$ cat config.mk
export PLATFORM = sky130hd
export DESIGN_NAME = vga_fetch_arbiter
export DESIGN_NICKNAME = d
export VERILOG_FILES = /design/src/rtl/vga_fetch_arbiter_pkg.sv /design/src/rtl/vga_fetch_addr_gen.sv /design/src/rtl/vga_fetch_arbiter.sv
export SDC_FILE = /design/constraint.sdc
export NUM_CORES = 1
export LEC_CHECK = 0
export CAP_MARGIN = 10
export CORE_MARGIN = 2
export CORE_UTILIZATION = 53
export CTS_BUF_LIST = sky130_fd_sc_hd__clkbuf_8
export CTS_CLUSTER_SIZE = 16
export DETAILED_ROUTE_END_ITERATION = 7
export GPL_TIMING_DRIVEN = 0
export HOLD_SLACK_MARGIN = 0.12
export MAX_ROUTING_LAYER = met4
export PLACE_DENSITY = 0.89
export SLEW_MARGIN = 30
export SYNTH_ARGS = -nofsm -noshare
export SYNTH_HDL_FRONTEND = slang
export SYNTH_HIERARCHICAL = 1
export SYNTH_SLANG_ARGS = --single-unit
$ cat constraint.sdc
create_clock -name clk -period 9.7 [get_ports clk]
set_input_delay 1.94 -clock clk [delete_from_list [all_inputs] [get_ports clk]]
set_output_delay 1.94 -clock clk [all_outputs]
set_load 0.01 [all_outputs]
$ cat src/rtl/vga_fetch_arbiter_pkg.sv
// Shared constants and types for the VGA line-fetch / VRAM arbitration slice.
//   VRAM_ADDR_W / VRAM_DATA_W : VRAM word address and data widths
//   H_ACTIVE / V_ACTIVE       : 640x480 active-area timing, shared with the timing generator
//   PIX_PER_WORD              : 4bpp pixels packed per 32-bit VRAM word
//   arb_state_t               : VRAM port owner state
package vga_fetch_arbiter_pkg;

  localparam int VRAM_ADDR_W  = 17;
  localparam int VRAM_DATA_W  = 32;
  localparam int H_ACTIVE     = 640;
  localparam int V_ACTIVE     = 480;
  localparam int PIX_PER_WORD = 8;

  typedef enum logic [1:0] {
    ST_IDLE  = 2'd0,
    ST_FETCH = 2'd1,
    ST_CPU   = 2'd2
  } arb_state_t;

endpackage

$ cat src/rtl/vga_fetch_addr_gen.sv
// Line address / word counter for the video fetch.
//   clk, rst   : clock, asynchronous active-high reset
//   load       : latch a new line (line_addr = base_addr + line_idx*LINE_STRIDE, word = 0)
//   line_idx   : line number to load
//   base_addr  : frame base word address
//   inc        : advance to the next word of the line
//   word       : current word index within the line
//   word_addr  : VRAM address of the current word (wraps modulo 2^ADDR_W)
//   done       : current word is the last one of the line
module vga_fetch_addr_gen
  import vga_fetch_arbiter_pkg::*;
#(
  parameter int ADDR_W         = VRAM_ADDR_W,
  parameter int WORDS_PER_LINE = 80,
  parameter int LINE_STRIDE    = 80
) (
  input  logic              clk,
  input  logic              rst,
  input  logic              load,
  input  logic [9:0]        line_idx,
  input  logic [ADDR_W-1:0] base_addr,
  input  logic              inc,
  output logic [6:0]        word,
  output logic [ADDR_W-1:0] word_addr,
  output logic              done
);

  logic [ADDR_W-1:0] line_addr;

  always_ff @(posedge clk or posedge rst) begin
    if (rst) begin
      line_addr <= '0;
      word      <= '0;
    end else if (load) begin
      line_addr <= base_addr + ADDR_W'(line_idx) * ADDR_W'(LINE_STRIDE);
      word      <= '0;
    end else if (inc) begin
      word <= word + 7'd1;
    end
  end

  assign word_addr = line_addr + ADDR_W'(word);
  assign done      = (word == 7'(WORDS_PER_LINE - 1));

endmodule

$ cat src/rtl/vga_fetch_arbiter.sv
// Per-line video fetch sequencer sharing one VRAM port with CPU accesses.
// Video fetch has priority; a pending CPU request wins after BURST_MAX
// consecutive fetch grants.
//   clk, rst                 : pixel clock, asynchronous active-high reset
//   line_start/line_idx/base_addr/fetch_en : line fetch request from the timing generator
//   fetch_busy, fetch_overrun: fetch status
//   lb_wr_en/addr/data       : line buffer write port
//   cpu_req/we/addr/wdata, cpu_ack/rdata : CPU access port
//   mem_req/we/addr/wdata, mem_ack/rdata : VRAM controller port
module vga_fetch_arbiter
  import vga_fetch_arbiter_pkg::*;
#(
  parameter int ADDR_W         = VRAM_ADDR_W,
  parameter int DATA_W         = VRAM_DATA_W,
  parameter int WORDS_PER_LINE = H_ACTIVE / PIX_PER_WORD,
  parameter int LINE_STRIDE    = 80,
  parameter int V_ACTIVE       = vga_fetch_arbiter_pkg::V_ACTIVE,
  parameter int BURST_MAX      = 4
) (
  input  logic              clk,
  input  logic              rst,
  input  logic              line_start,
  input  logic [9:0]        line_idx,
  input  logic [ADDR_W-1:0] base_addr,
  input  logic              fetch_en,
  output logic              fetch_busy,
  output logic              fetch_overrun,
  output logic              lb_wr_en,
  output logic [6:0]        lb_wr_addr,
  output logic [DATA_W-1:0] lb_wr_data,
  input  logic              cpu_req,
  input  logic              cpu_we,
  input  logic [ADDR_W-1:0] cpu_addr,
  input  logic [DATA_W-1:0] cpu_wdata,
  output logic              cpu_ack,
  output logic [DATA_W-1:0] cpu_rdata,
  output logic              mem_req,
  output logic              mem_we,
  output logic [ADDR_W-1:0] mem_addr,
  output logic [DATA_W-1:0] mem_wdata,
  input  logic              mem_ack,
  input  logic [DATA_W-1:0] mem_rdata
);

  localparam int BC_W = $clog2(BURST_MAX + 1);

  arb_state_t        state;
  logic [BC_W-1:0]   burst_cnt;
  logic              suppress;   // outstanding fetch belongs to an abandoned line

  logic              accept, fetch_ack, cpu_done, wr_word, last_ack, overrun;
  logic              fetch_pend, cpu_ok, arb_en, grant_fetch, grant_cpu;
  logic [6:0]        word;
  logic [ADDR_W-1:0] word_addr, next_fetch_addr;
  logic              done;

  vga_fetch_addr_gen #(
    .ADDR_W        (ADDR_W),
    .WORDS_PER_LINE(WORDS_PER_LINE),
    .LINE_STRIDE   (LINE_STRIDE)
  ) u_addr_gen (
    .clk      (clk),
    .rst      (rst),
    .load     (accept),
    .line_idx (line_idx),
    .base_addr(base_addr),
    .inc      (wr_word),
    .word     (word),
    .word_addr(word_addr),
    .done     (done)
  );

  always_comb begin
    accept    = line_start && fetch_en && (32'(line_idx) < V_ACTIVE);
    fetch_ack = (state == ST_FETCH) && mem_ack;
    cpu_done  = (state == ST_CPU) && mem_ack;
    wr_word   = fetch_ack && !suppress;
    last_ack  = wr_word && done;
    // A line_start landing on the final ack starts the next line cleanly.
    overrun   = accept && fetch_busy && !last_ack;
    // While a new line is being latched its address is not valid yet, so the
    // next fetch grant waits one cycle.
    fetch_pend = fetch_busy && !accept && !last_ack;
    cpu_ok     = cpu_req && !cpu_ack && !cpu_done;
    arb_en     = (state == ST_IDLE) || mem_ack;
    grant_fetch = arb_en && fetch_pend && (!cpu_ok || (burst_cnt < BC_W'(BURST_MAX)));
    grant_cpu   = arb_en && !grant_fetch && cpu_ok;
    // Granting in the ack cycle: the counter has not advanced yet.
    next_fetch_addr = word_addr + ADDR_W'(wr_word);
  end

  always_ff @(posedge clk or posedge rst) begin
    if (rst) begin
      state         <= ST_IDLE;
      burst_cnt     <= '0;
      suppress      <= 1'b0;
      fetch_busy    <= 1'b0;
      fetch_overrun <= 1'b0;
      lb_wr_en      <= 1'b0;
      lb_wr_addr    <= '0;
      lb_wr_data    <= '0;
      cpu_ack       <= 1'b0;
      cpu_rdata     <= '0;
      mem_req       <= 1'b0;
      mem_we        <= 1'b0;
      mem_addr      <= '0;
      mem_wdata     <= '0;
    end else begin
      fetch_overrun <= overrun;
      cpu_ack       <= cpu_done;

      if (accept)        fetch_busy <= 1'b1;
      else if (last_ack) fetch_busy <= 1'b0;

      if (fetch_ack)                          suppress <= 1'b0;
      else if (overrun && state == ST_FETCH)  suppress <= 1'b1;

      lb_wr_en <= wr_word && !overrun;
      if (wr_word) begin
        lb_wr_addr <= word;
        lb_wr_data <= mem_rdata;
      end

      if (cpu_done && !mem_we) cpu_rdata <= mem_rdata;

      if (grant_fetch) begin
        state     <= ST_FETCH;
        mem_req   <= 1'b1;
        mem_we    <= 1'b0;
        mem_addr  <= next_fetch_addr;
        mem_wdata <= '0;
        if (burst_cnt < BC_W'(BURST_MAX)) burst_cnt <= burst_cnt + 1'b1;
      end else if (grant_cpu) begin
        state     <= ST_CPU;
        mem_req   <= 1'b1;
        mem_we    <= cpu_we;
        mem_addr  <= cpu_addr;
        mem_wdata <= cpu_wdata;
        burst_cnt <= '0;
      end else if (arb_en) begin
        state   <= ST_IDLE;
        mem_req <= 1'b0;
        mem_we  <= 1'b0;
      end
    end
  end

endmodule

==> metrics, run 1 <==
H-Tree Level Count=4; Worst Tran Pin Value=0.833 ns; grt ovf=0; Ys Warns=6; Worst Hold End=cpu_rdata[19]; Hold Crit Class=reg2reg; Syn Area/Cell=11.2 um2; Iteration-0 DRC Markers=305; die area=16000 um2; Data required, critical path=10.03 ns; relative slew slack=44.1%; Critical Path End Type=flip-flop; CTS sink cnt=156; Post-CTS Resized=0; routed vias=6320; worst path bufs/invs=3; status=completed; Post-Synthesis Net Count=872; number of diodes=0; commonest non-fill, non-tap cell in the layout=clkdlybuf4s50_1; area of the core=14600 um2; worst r2r src=u_addr_gen/word[0]; slowest stage delay, CP=0.45 ns; flop2flop setup slack=6.01 ns; # IOs=241; NetSw=966 uW; hold path startpoint=cpu_rdata[19]; PnR worst setup slack=4.32 ns; dpl hpwl=15900 um; Mapped Area=7970 um2; post-route insts no fill=1169; Setup Crit Path Kind=in2reg; #FFs+latches synth=156; fmax=186 MHz; WP data arrival=5.71 ns; Die Width=127 um; largest net degree at the start of global routing=76; wire per inst=17.6 um; Critical Path, Cell by Cell=clkdlybuf4s50_1, ha_1, ha_1, inv_1, fa_1, inv_1, a21o_1, a21oi_1, o21bai_1, a21oi_1, o21ai_0, xor2_1, ha_1, nand2_1, nor2_1, a21oi_1, o311a_1, xor3_1, mux2_2; clk_lat worst skew=0.45 ns; setup_tns=0 ns; via/cell ratio=5.41; most frequent cells in the layout=clkdlybuf4s50_1 (240), dfrtp_1 (156), nand2_1 (103), mux2_2 (78), a21oi_1 (52); Tot Pwr=2790 uW; Final #Nets=1132; clk_skew=0.0149 ns; logic gate share of total power=46.9%; Routed Antenna Nets=0; ys flop type=dfrtp_1; Fin. Hold Viols=0; CTS root buf=clkbuf_8; drc violations=0; Longest Clk Path Bufs=2; Critical Path Start Type=input pin; Die H=127 um; Routed WL=20600 um; Site Rows=44; Yosys cell types=58; I/O Buffers=240; initial antenna violation count=0; Crit Reg-Reg Endpoint=mem_addr[15]; Final Cycle Share=55.5%; GRT Total Usage=26.8%; post-placement cell count=1139; sequential area share after synthesis=49.0%; DRT Pass-1 Iters=5; Clock power frac=15.8%; fraction of layout cells with a size suffix above 1=16.2%; vias in the first global route=6486; fin crit period=5.38 ns; final setup violation count=0; critical path's top delay family=compound AO/OA/AOI/OAI gates; Hold Path Cell Cnt=1; max_cap viols=0; cell-internal power=1830 uW; Peak supply drop=0.160 mV; clk slew on worst S/H paths=0.08 ns; global-route wire length before repair=33100 um; sw frac=34.6%; Seq pwr share=37.3%; Slew Viols, Final=0; Setup WS pre-CTS=3.94 ns; CTS buffer count=17; Synth Instances=714; PD cells=254 nW/um2; Critical-path top delay cell=clkdlybuf4s50_1; area grow syn2layout=37.9%; initial core utilization=54.6%; worst r2r path cells=15; RSZ-0062 raised after global routing=false; Static Leak=0.00473 uW; Post-synth EDFFs=0; setup bufs post-CTS=0; CTS tree=built; asr flop ratio synth=100%; Placer Congestion=0.834; CTS hold repair buffers=0; Crit Path Max Fanout=3
[metal layers]
metal  part of all wire [%]  track usage [%]  up-vias  wire, um
met5                      0                -        -         0
met3                    5.2             4.98       23      1070
met2                     54             47.2      207     11000
met4                    1.4             7.95        0       293
li1                       -                -     3004         -
met1                     40             31.3     3086      8210
[kinds of logic after synthesis]
family	count (synthesis)	synth area share (%)
AND/OR/NAND/NOR	201	12.1
adder cells (fa/ha/maj)	43	7.03
buffers and inverters	52	3.42
multiplexers	91	12.7
XOR/XNOR	49	5.57
flip-flops	156	49.0
AO/OA/AOI/OAI	122	10.2
[Yosys cell counts (all sizes together), types with 5 or more instances]
cell type / instances / area share (%)
a211oi: 13 / 1.8
a21oi: 61 / 4.3
and2: 11 / 0.86
buf: 26 / 2.2
dfrtp: 156 / 49
ha: 40 / 6.3
inv: 22 / 1.0
mux2: 82 / 12
mux2i: 9 / 1.1
nand2: 104 / 4.9
nand2b: 5 / 0.39
nand3: 7 / 0.57
nand4: 9 / 0.71
nor2: 29 / 1.4
nor2b: 9 / 0.71
nor3: 9 / 0.57
o21ai: 23 / 1.5
xnor2: 33 / 3.6
xor2: 15 / 1.6
[worst max-delay path by stage]
stage | start | to | slack (ns) | depth (start not counted)
after floorplan | rst | burst_cnt[0] | 4.23 | 1
after global placement | rst | mem_wdata[6] | 2.35 | 2
after detailed placement | line_idx[1] | u_addr_gen/line_addr[16] | 3.94 | 19
after CTS | line_idx[1] | u_addr_gen/line_addr[16] | 4.43 | 19
after global routing | line_idx[1] | u_addr_gen/line_addr[16] | 4.08 | 19
final | line_idx[1] | u_addr_gen/line_addr[16] | 4.32 | 19
[registers in the layout (all words and copies together) (netlist names)]
name	flops
cpu_rdata	32
lb_wr_data	32
mem_wdata	32
mem_addr	17
u_addr_gen/line_addr	17
lb_wr_addr	7
u_addr_gen/word	7
burst_cnt	3
state	2
cpu_ack	1
fetch_busy	1
fetch_overrun	1
lb_wr_en	1
mem_req	1
mem_we	1
suppress	1
[power by group through the flow]
stage               registers (uW)  logic, uW  clock network [uW]
floorplan                     1120        604                   0
global placement              1030       1280                   0
detailed placement            1050       1310                   0
CTS                           1040       1320                 451
global route                  1070       1410                 486
finish                        1040       1310                 441
[layout make-up]
type	instances	area, um2
clock buffer	18	248
clock inverter	12	103
inverter	22	90.1
fill	986	3600
multi-input combinational	506	3790
buffer	30	190
sequential	156	3900
timing repair buffer	241	2430
tap	184	230
[through the flow]
stage / util (%) / hold WS (ns) / area, um2
floorplan: - / 0.455 / 7970
global placement: 72.7 / 0.466 / 10600
detailed placement: 72.9 / 0.478 / 10600
CTS: 75.3 / 0.498 / 11000
global route: 75.3 / 0.512 / 11000
finish: 75.3 / 0.496 / 11000
Power figures use the tool's default switching activity.
==> run 2, diff against run 1 <==
- CORE_UTILIZATION: 53 -> 44
- PLACE_DENSITY: 0.89 -> 0.79
- clock period: 9.7 -> 4.5 ns (I/O delays scaled with it)
==> run 2 against run 1 <==
Hold slack got worse by 0.0064 ns. Register-to-register slack worse by 5.1 ns. Global-route usage decreased by 5.3 points. Clock skew fell by 0.0031 ns. Sequential power rose by 110%. Flip-flop and latch count unchanged. Critical path type unchanged. Final area rose by 0.71%. Critical path depth stayed put. Non-clock buffer count stayed put. Critical endpoint unchanged.
==> metrics, run 2 (synthesized netlist as in run 1, its figures left out) <==
Routed Antenna Nets=0 (unchanged); RSZ-0062 raised after global routing=false; Worst Hold End=cpu_rdata[22]; Critical Path Start Type=input pin; via/cell ratio=5.04 (-6.8%); Data required, critical path=4.85 ns (-5.18 ns); Static Leak=0.00472 uW (about the same); post-placement cell count=1184 (+4.0%); Fin. Hold Viols=0 (unchanged); vias in the first global route=6105 (-5.9%); Crit Reg-Reg Endpoint=mem_addr[15]; most frequent cells in the layout=clkdlybuf4s50_1 (240), dfrtp_1 (156), nand2_1 (103), mux2_2 (78), a21oi_1 (52); relative slew slack=58.5% (+14 points); clk_lat worst skew=0.46 ns (about the same); worst r2r path cells=15 (unchanged); clk slew on worst S/H paths=0.09 ns (about the same); fin crit period=4.10 ns; Placer Congestion=0.844 (+1.2%); I/O Buffers=240 (unchanged); drc violations=0 (unchanged); Final Cycle Share=91.2%; Die H=139 um (+9.4%); Slew Viols, Final=0 (unchanged); commonest non-fill, non-tap cell in the layout=clkdlybuf4s50_1; Crit Path Max Fanout=3 (unchanged); flop2flop setup slack=0.96 ns (-5.05 ns); CTS root buf=clkbuf_8; FF+latch area=3900 um2 (unchanged); Site Rows=49 (+11%); worst r2r src=u_addr_gen/word[0]; Die Width=139 um (+9.4%); multi-input logic area=3790 um2 (unchanged); status=completed; fraction of layout cells with a size suffix above 1=16.7% (+0.47 points); wire per inst=16.2 um (-8.3%); Post-CTS Resized=0 (unchanged); setup bufs post-CTS=0 (unchanged); grt ovf=0 (unchanged); Final #Nets=1132 (unchanged); area grow syn2layout=38.8%; CTS sink cnt=156 (unchanged); final setup violation count=0 (unchanged); global-route wire length before repair=32000 um (-3.2%); Peak supply drop=0.394 mV (+150%); CTS tree=built; Critical Path End Type=flip-flop; initial antenna violation count=0 (unchanged); CTS buffer count=17 (unchanged); Longest Clk Path Bufs=2 (unchanged); dpl hpwl=15300 um (-3.6%); DRT Pass-1 Iters=5 (unchanged); largest net degree at the start of global routing=82 (+7.9%); H-Tree Level Count=4 (unchanged); PD cells=542 nW/um2 (+110%); Worst Tran Pin Value=0.622 ns (-0.211 ns); Tot Pwr=6000 uW (+110%); initial core utilization=44.7% (-10 points); Routed WL=19700 um (-4.6%); hold path startpoint=cpu_rdata[22]; WP data arrival=4.45 ns (-1.26 ns); biggest regs=cpu_rdata (32), lb_wr_data (32), mem_wdata (32); Hold Crit Class=reg2reg; GRT Total Usage=21.5% (-5.3 points); die area=19200 um2 (+20%); Hold Path Cell Cnt=1 (unchanged); routed vias=6124 (-3.1%); number of diodes=0 (unchanged); post-route insts no fill=1216 (+4.0%); fmax=244 MHz; Fillers=1484 (+51%); # IOs=241 (unchanged); Setup Crit Path Kind=in2reg; CTS hold repair buffers=0 (unchanged); max_cap viols=0 (unchanged); Iteration-0 DRC Markers=213 (-30%); clk_skew=0.0118 ns (-0.00309 ns); area of the core=17800 um2 (+22%)
[run 2: where the power goes]
group / switching, uW / internal (uW)
clock network: 558 / 423
registers: 308 / 1920
logic: 1220 / 1570
[run 2: cell type report]
cell class / count / share of cell area [%]
Buffer: 30 / 1.72
Clock buffer: 19 / 2.36
Clock inverter: 13 / 0.995
Inverter: 22 / 0.814
Multi-Input combinational cell: 506 / 34.3
Sequential cell: 156 / 35.3
Tap cell: 229 / 2.59
Timing Repair Buffer: 241 / 22.0
[run 2: worst max-delay path, cell delays in order]
cell	delay, ns
clkdlybuf4s50_1	0.45
ha_1	0.31
ha_1	0.23
inv_1	0.07
fa_1	0.20
inv_1	0.05
a21o_1	0.14
a21oi_1	0.21
o21bai_1	0.09
a21oi_1	0.22
o21ai_0	0.14
xor2_1	0.17
ha_1	0.33
nand2_1	0.10
nor2_1	0.04
a21oi_1	0.12
o311a_1	0.19
xor3_1	0.21
mux2_2	0.27
[run 2: how the worst max path moves through the flow]
stage / start / end / slack [ns] / cells past startpoint
2_1_floorplan: rst / burst_cnt[0] / 0.07 / 1
3_3_place_gp: rst / mem_wdata[16] / -1.89 / 2
3_5_place_dp: line_idx[1] / u_addr_gen/line_addr[16] / -0.08 / 19
4_1_cts: line_idx[1] / u_addr_gen/line_addr[16] / 0.42 / 19
5_1_grt: line_idx[1] / u_addr_gen/line_addr[16] / 0.18 / 19
6_report: line_idx[1] / u_addr_gen/line_addr[16] / 0.40 / 19
[run 2: through the flow]
step / setup slack [ns] / hold slack, ns / instance area (um2) / TNS [ns] / utilization (%)
floorplan: 0.0740 / 0.455 / 7970 / 0 / -
global placement: -1.89 / 0.468 / 10700 / -247.61 / 59.8
detailed placement: -0.0829 / 0.475 / 10700 / -0.0829 / 59.9
CTS: 0.419 / 0.497 / 11100 / 0 / 62.0
global route: 0.175 / 0.526 / 11100 / 0 / 62.0
finish: 0.396 / 0.490 / 11100 / 0 / 62.0
[run 2: per-layer routing]
metal	vias to the layer above	track usage, %	share of wire, %	routed length (um)
met4	0	7.47	2.3	460
met3	32	4.18	4.0	780
met5	-	-	0	0
li1	2999	-	-	-
met2	167	36.3	51	9940
met1	2926	26.0	43	8480
==> run 3, diff against run 2 <==
- GPL_ROUTABILITY_DRIVEN: not set -> 0
==> results of run 3 <==
No change in the layout: final DEF, timing and power equal those of run 2.
